==> src/rtl/ddr3_read_pkg.sv <==
// Shared types and size derivations for the DDR3 frame read scheduler.
package ddr3_read_pkg;

  typedef enum logic [1:0] {
    S_IDLE,
    S_ISSUE,
    S_GAP,
    S_DRAIN
  } state_e;

  typedef logic [1:0] third_t;

  localparam int BEAT_CNT_W = 15;

  // A DDR3 word is 256 bits, so one strip line spans width*bits/256 words.
  function automatic int calc_third_stride(input int third_width, input int pix_width);
    return third_width * pix_width / 256;
  endfunction

  function automatic int calc_beats_per_frame(input int lines, input int stride);
    return 3 * lines * stride;
  endfunction

endpackage

==> src/rtl/ddr3_read_scheduler.sv <==
// Schedules one frame read as three strip commands to the gray-filter reader
// and tracks returning beats to know when the frame buffer can be released.
module ddr3_read_scheduler
  import ddr3_read_pkg::*;
#(
  parameter int in_width          = 16,
  parameter int frame_third_width = 240,
  parameter int frame_lines       = 480
) (
  input  logic        ddr3clk,
  input  logic        ddr3clk_reset,
  input  logic        enable,
  input  logic        frame_wr_done,
  input  logic [26:0] frame_wr_base,
  output logic [28:0] start_data,
  output logic        start_valid,
  input  logic        start_ready,
  input  logic        ddr3_readdatavalid,
  output logic        frame_rd_done,
  output logic [26:0] frame_rd_base,
  output logic        busy,
  output logic [7:0]  frames_dropped,
  output logic        beat_overflow
);

  localparam int THIRD_STRIDE    = calc_third_stride(frame_third_width, in_width);
  localparam int BEATS_PER_FRAME = calc_beats_per_frame(frame_lines, THIRD_STRIDE);
  localparam logic [BEAT_CNT_W-1:0] BEATS_LAST = BEAT_CNT_W'(BEATS_PER_FRAME);

  state_e                  state_q, state_d;
  third_t                  third_q, third_d;
  logic [BEAT_CNT_W-1:0]   beat_cnt_q, beat_cnt_d;
  logic                    pending_valid_q, pending_valid_d;
  logic [26:0]             pending_base_q, pending_base_d;
  logic [26:0]             rd_base_q, rd_base_d;
  logic                    start_valid_q, start_valid_d;
  logic [28:0]             start_data_q, start_data_d;
  logic                    rd_done_q, rd_done_d;
  logic [7:0]              dropped_q, dropped_d;
  logic                    overflow_q, overflow_d;
  logic                    consume;

  function automatic logic [28:0] cmd_word(input third_t t, input logic [26:0] base);
    return {t, base + 27'(t) * 27'(THIRD_STRIDE)};
  endfunction

  always_comb begin
    state_d         = state_q;
    third_d         = third_q;
    beat_cnt_d      = beat_cnt_q;
    pending_valid_d = pending_valid_q;
    pending_base_d  = pending_base_q;
    rd_base_d       = rd_base_q;
    start_valid_d   = start_valid_q;
    start_data_d    = start_data_q;
    rd_done_d       = 1'b0;
    dropped_d       = dropped_q;
    overflow_d      = overflow_q;
    consume         = 1'b0;

    // Beats with no frame in flight mean the reader and scheduler disagree.
    if (ddr3_readdatavalid) begin
      if (state_q == S_IDLE) overflow_d = 1'b1;
      else                   beat_cnt_d = beat_cnt_q + 15'd1;
    end

    case (state_q)
      S_IDLE: begin
        if (enable && pending_valid_q) begin
          consume       = 1'b1;
          rd_base_d     = pending_base_q;
          third_d       = 2'd0;
          beat_cnt_d    = '0;
          start_valid_d = 1'b1;
          start_data_d  = cmd_word(2'd0, pending_base_q);
          state_d       = S_ISSUE;
        end
      end
      S_ISSUE: begin
        if (start_ready) begin
          start_valid_d = 1'b0;
          state_d       = (third_q < 2'd2) ? S_GAP : S_DRAIN;
        end
      end
      S_GAP: begin
        third_d       = third_q + 2'd1;
        start_valid_d = 1'b1;
        start_data_d  = cmd_word(third_q + 2'd1, rd_base_q);
        state_d       = S_ISSUE;
      end
      S_DRAIN: begin
        if (beat_cnt_q >= BEATS_LAST) begin
          rd_done_d = 1'b1;
          state_d   = S_IDLE;
        end
      end
      default: state_d = S_IDLE;
    endcase

    // A new frame replaces an unread one; a same-cycle hand-off is not a drop.
    if (frame_wr_done) begin
      pending_base_d  = frame_wr_base;
      pending_valid_d = 1'b1;
      if (pending_valid_q && !consume && dropped_q != 8'hFF) dropped_d = dropped_q + 8'd1;
    end else if (consume) begin
      pending_valid_d = 1'b0;
    end
  end

  always_ff @(posedge ddr3clk) begin
    if (ddr3clk_reset) begin
      state_q         <= S_IDLE;
      third_q         <= 2'd0;
      beat_cnt_q      <= '0;
      pending_valid_q <= 1'b0;
      pending_base_q  <= '0;
      rd_base_q       <= '0;
      start_valid_q   <= 1'b0;
      start_data_q    <= '0;
      rd_done_q       <= 1'b0;
      dropped_q       <= '0;
      overflow_q      <= 1'b0;
    end else begin
      state_q         <= state_d;
      third_q         <= third_d;
      beat_cnt_q      <= beat_cnt_d;
      pending_valid_q <= pending_valid_d;
      pending_base_q  <= pending_base_d;
      rd_base_q       <= rd_base_d;
      start_valid_q   <= start_valid_d;
      start_data_q    <= start_data_d;
      rd_done_q       <= rd_done_d;
      dropped_q       <= dropped_d;
      overflow_q      <= overflow_d;
    end
  end

  assign start_valid    = start_valid_q;
  assign start_data     = start_data_q;
  assign frame_rd_done  = rd_done_q;
  assign frame_rd_base  = rd_base_q;
  assign busy           = (state_q != S_IDLE);
  assign frames_dropped = dropped_q;
  assign beat_overflow  = overflow_q;

endmodule

==> config.mk <==
export PLATFORM = sky130hd
export DESIGN_NAME = ddr3_read_scheduler
export DESIGN_NICKNAME = d
export VERILOG_FILES = /design/src/rtl/ddr3_read_pkg.sv /design/src/rtl/ddr3_read_scheduler.sv
export SDC_FILE = /design/constraint.sdc
export NUM_CORES = 1
export LEC_CHECK = 0
export BUFFER_PORTS_ARGS = -buffer_cell sky130_fd_sc_hd__buf_4
export CELL_PAD_IN_SITES_DETAIL_PLACEMENT = 0
export CELL_PAD_IN_SITES_GLOBAL_PLACEMENT = 1
export CORE_MARGIN = 4
export CORE_UTILIZATION = 37
export DETAILED_ROUTE_END_ITERATION = 10
export PLACE_DENSITY = 0.78
export SYNTH_ARGS = -nofsm -noshare
export SYNTH_HDL_FRONTEND = slang
export SYNTH_SLANG_ARGS = --single-unit
==> constraint.sdc <==
create_clock -name ddr3clk -period 2.9 [get_ports ddr3clk]
set_input_delay 0.29 -clock ddr3clk [delete_from_list [all_inputs] [get_ports ddr3clk]]
set_output_delay 0.29 -clock ddr3clk [all_outputs]
set_load 0.005 [all_outputs]
Word-level counts from Yosys, hierarchy flattened
Cells that the tools add are included.
W data, S select, Z words.
{"block": "totals", "reg_bits": 114, "out_inout_bits": 68, "wordCells": 63}
{"block": "classes", "bitwise": 1, "addsub": 4, "n_mul": 1, "reduce_logical": 16, "order_cmp": 2, "muxes": 21, "eq_ne": 7}
{"op": "$mux W15", "count": 4}
{"op": "$pmux W29 S2", "count": 1}
{"op": "$mux W29", "count": 1}
{"op": "$add A27 B6 Y27", "count": 1}
{"op": "$add A15 B1 Y15 const B", "count": 1}
{"op": "$ge A15 B15 Y1 const B", "count": 1}
{"op": "$add A8 B1 Y8 const B", "count": 1}
{"op": "$mux W1", "count": 8}
{"op": "$mux W2", "count": 4}
{"op": "$ne A8 B8 Y1 const B", "count": 1}
{"op": "$pmux W2 S4", "count": 1}
{"op": "$reduce_and A2 Y1", "count": 4}
{"op": "$mul A2 B4 Y6 const B", "count": 1}
{"op": "$reduce_and A3 Y1", "count": 2}
{"op": "$reduce_bool A2 Y1", "count": 3}
{"op": "$eq A2 B2 Y1 const B", "count": 2}
{"op": "$ne A2 B2 Y1 const B", "count": 2}
{"op": "$pmux W2 S2", "count": 1}
{"op": "$logic_and A1 B1 Y1", "count": 3}
{"op": "$pmux W1 S3", "count": 1}
{"op": "$reduce_bool A3 Y1", "count": 1}
{"op": "$add A2 B1 Y2 const B", "count": 1}
{"op": "$eq A2 B1 Y1 const B", "count": 1}
{"op": "$logic_not A2 Y1", "count": 1}
{"op": "5 further kinds", "count": 5}

Longest topological paths before layout
{"block": "depth", "ltp_word": 7, "depth_mapped": 10, "ltp_nobuf": 10}

Worst setup path before layout
Ideal clock, no wire load.
{"block": "synth_timing", "path_kind": "register -> register", "from": "reg third_q[1]", "to": "reg start_data_q[18] (netlist: start_data[18])", "arrival_ps": 2606, "path_stages_with_launch": 10, "period_less_slack_ps": 2701, "path_buffers": 1, "slack_ps": 199, "setup_time_ps": 95, "required_ps": 2805, "cell_sequence": "dfxtp_1 > clkbuf_1 > xor2_1 > ha_1 > ha_1 > and2_1 > a221oi_1 > a21oi_1 > xnor2_1 > a221oi_1"}
{"block": "synth_via", "elab_chain_len": 4}
{"item": "from (decl)", "line_no": "ddr3_read_scheduler.sv:31", "rtl": "third_t third_q, third_d;"}
{"item": "from (signal assigned)", "line_no": "ddr3_read_scheduler.sv:125", "rtl": "third_q <= third_d;"}
{"item": "$add A2 B1 Y2", "line_no": "ddr3_read_scheduler.sv:88", "rtl": "start_data_d = cmd_word(third_q + 2'd1, rd_base_q);"}
{"item": "$mul A2 B4 Y6", "line_no": "ddr3_read_scheduler.sv:44", "rtl": "return {t, base + 27'(t) * 27'(THIRD_STRIDE)};"}
{"item": "$add A27 B6 Y27", "line_no": "ddr3_read_scheduler.sv:44"}
{"item": "$pmux W29 S2", "line_no": "ddr3_read_scheduler.sv:67", "rtl": "case (state_q)"}
{"item": "to (signal assigned)", "line_no": "ddr3_read_scheduler.sv:131", "rtl": "start_data_q <= start_data_d;"}
{"item": "to (decl)", "line_no": "ddr3_read_scheduler.sv:37", "rtl": "logic [28:0] start_data_q, start_data_d;"}
Every way passes these cells.
A chain may end at the register's enable or synchronous reset.

Worst setup path in the final report
{"block": "layout_timing", "from": "reg third_q[0]", "to": "reg start_data_q[18] (netlist: start_data[18])"}
The elaborated chain is that of the path after synthesis.

==> flow_summary.ini <==
[status]
status = complete, no violations

[synthesis]
ys_seq_area_share_pct = 44.5
synth_area_um2 = 5040
avgSynthCellArea_um2 = 8.55
synthArstFlopShare_pct = 0
ys.flop_type = dfxtp_1
yosys_warnings = 0
synth_fp_nets = 634
synth_edf_count = 0
ys_types = 56
netlist_instances = 590
synth-seq-cells = 112

[floorplanning]
core-area_um2 = 13300
fp.dieH_um = 125
num_rows = 42
num_io_pins = 101
dieArea_um2 = 15600
die_x_um = 125
start_util_pct = 37.9

[worst_setup_path]
required_ns = 3.16
path_buf_inv = 0
path_cells = xor2_1 > ha_1 > ha_1 > and2_1 > a221oi_1 > a21oi_1 > xnor2_1 > a221oi_1
cp_data_arrival_time_ns = 2.96
reg2reg_slack_ns = 0.20
path_class = reg2reg
crit_fanout = 6
path_delay_family = compound AO/OA/AOI/OAI gates
slowest_delay_ns = 0.55
cp-start-kind = flip-flop
end_kind = flip-flop
crit_slowest_cell = a221oi_1

[detailed_routing]
drtIter0Drc = 312
wl_per_cell_um = 16.2
via_per_inst = 5.28
dr.pass1.iters = 4
wirelength_mm = 13.8
ant_nets = 0
vias = 4519
drc = 0

[hold_path]
hold_class = in2reg

[finish]
stdcell_area_um2 = 6260
syn_to_final_growth_pct = 24.2
final_nets = 719
drive_gt1_share_pct = 19.9
antenna_cells = 0
layout_commonest_cell = dfxtp_1
layout_common_cells = dfxtp_1 (112), buf_4 (108), nand2_1 (86), nor2_1 (63), a21oi_1 (54)
fill_cells = 1277

[cts]
ctsResizeCount = 0
clk_pin_slew_worst_paths_ns = 0.07
cts_buffers = 9
cts.repair_timing.setup_buffer_count = 0
max-clock-path-buffers = 2
cts_htree_levels = 3
cts_root_buf = clkbuf_16
cts_tree = yes
ctsHoldBuffers = 0
clk_latency_ns = 0.35
clkSinkCount = 112

[grt]
track_usage_pct = 17.9
grt.overflow.total = 0
grt_pass1_vias = 4482
grt_pass1_wl_mm = 23.0
antenna_found_initial = 0
grt_max_degree = 54

[pwr]
vdd_drop_max_mv = 0.306
power_mw = 3.07
powerDensity_nw_per_um2 = 490
p_leak_nw = 2.47

[timing]
slew_violations = 0
period_share_pct = 93.2
finalClockSkew_ns = 0.00456
fin_hold_ws_ns = 0.174
hold_violations = 0
rsz0062_at_grt = no
finalSetupTns_ns = 0
setup_viol = 0
slew_headroom_pct = 58.6
tightest_slew_ns = 0.620
period_minus_slack_ns = 2.70
fmax_ghz = 0.370

[placed_design]
gp_congestion = 0.815
hpwl_mm = 9.86
io_buffers = 100
dpl-instance-area_um2 = 5980

[flow_run]
cap_violations = 0
stage by stage:
step | setup WS (ns) | std cells | util [%]
2_1_floorplan | 0.199 | 590 | -
5_1_grt | 0.0408 | 856 | 47.1
3_5_place_dp | 0.223 | 840 | 45.0
6_report | 0.197 | 856 | 47.1
3_3_place_gp | 0.259 | 840 | 45.0
4_1_cts | 0.191 | 856 | 47.1
Yosys cell counts (16+ instances only):
cell / instances / area share (%)
dfxtp_1: 112 / 44
nand2_1: 86 / 6.4
nor2_1: 63 / 4.7
a21oi_1: 54 / 5.4
mux2i_1: 27 / 5.4
clkbuf_1: 26 / 1.9
xnor2_1: 23 / 4.0
inv_1: 20 / 1.5
o21ai_0: 18 / 1.8
nand3_1: 16 / 1.6
sequential cells by signal, summed over array words and instances (netlist names):
name and flops:
beat_cnt_q 15, beat_overflow 1, frame_rd_base 27, frame_rd_done 1, frames_dropped 8, pending_base_q 27, pending_valid_q 1, start_data 27
start_valid 1, state_q 2, third_q 2
layer usage:
layer	GRT usage (%)	up-vias	wire [um]
met5	0	-	0
met4	5.03	0	187
met2	29.2	108	6710
met1	23.6	2155	6190
li1	-	2243	-
met3	4.25	13	743
kinds of logic after synthesis:
family	synth area share (%)
simple gates	19.8
compound gates	17.5
flops	44.5
buf+inv	4.24
xor+xnor	5.73
mux	5.36
fa+ha+maj	2.88
tightest hold or removal path: cells and delay by family:
kind	cells	cell delay, ns
muxes	1	0.05
buffers and inverters	1	0.08
and+or+nand+nor	1	0.07
cell type report:
type / count / area, um2 / area share, %
multi-input combinational: 423 / 2610 / 41.7
sequential: 112 / 2240 / 35.8
timing repair buffer: 109 / 831 / 13.3
clock buffer: 11 / 253 / 4.04
tap: 176 / 220 / 3.52
inverter: 20 / 75.1 / 1.20
clock inverter: 5 / 31.3 / 0.500
report_power, final:
part	switching, mW	internal, mW
combinational	0.135	0.120
clock	0.558	0.627
sequential	0.0413	1.58
total	0.735	2.33
worst paths after layout:
| path | from | to | depth (start not counted) |
|---|---|---|---|
| worst max-delay path | third_q[0] | start_data[18] | 8 |
| worst min-delay path | frame_wr_base[14] | pending_base_q[14] | 3 |
| worst max register to register | third_q[0] | start_data[18] | 8 |
| worst min register to register | beat_overflow | beat_overflow | 2 |
No activity file was read; power rests on OpenSTA's default activity.
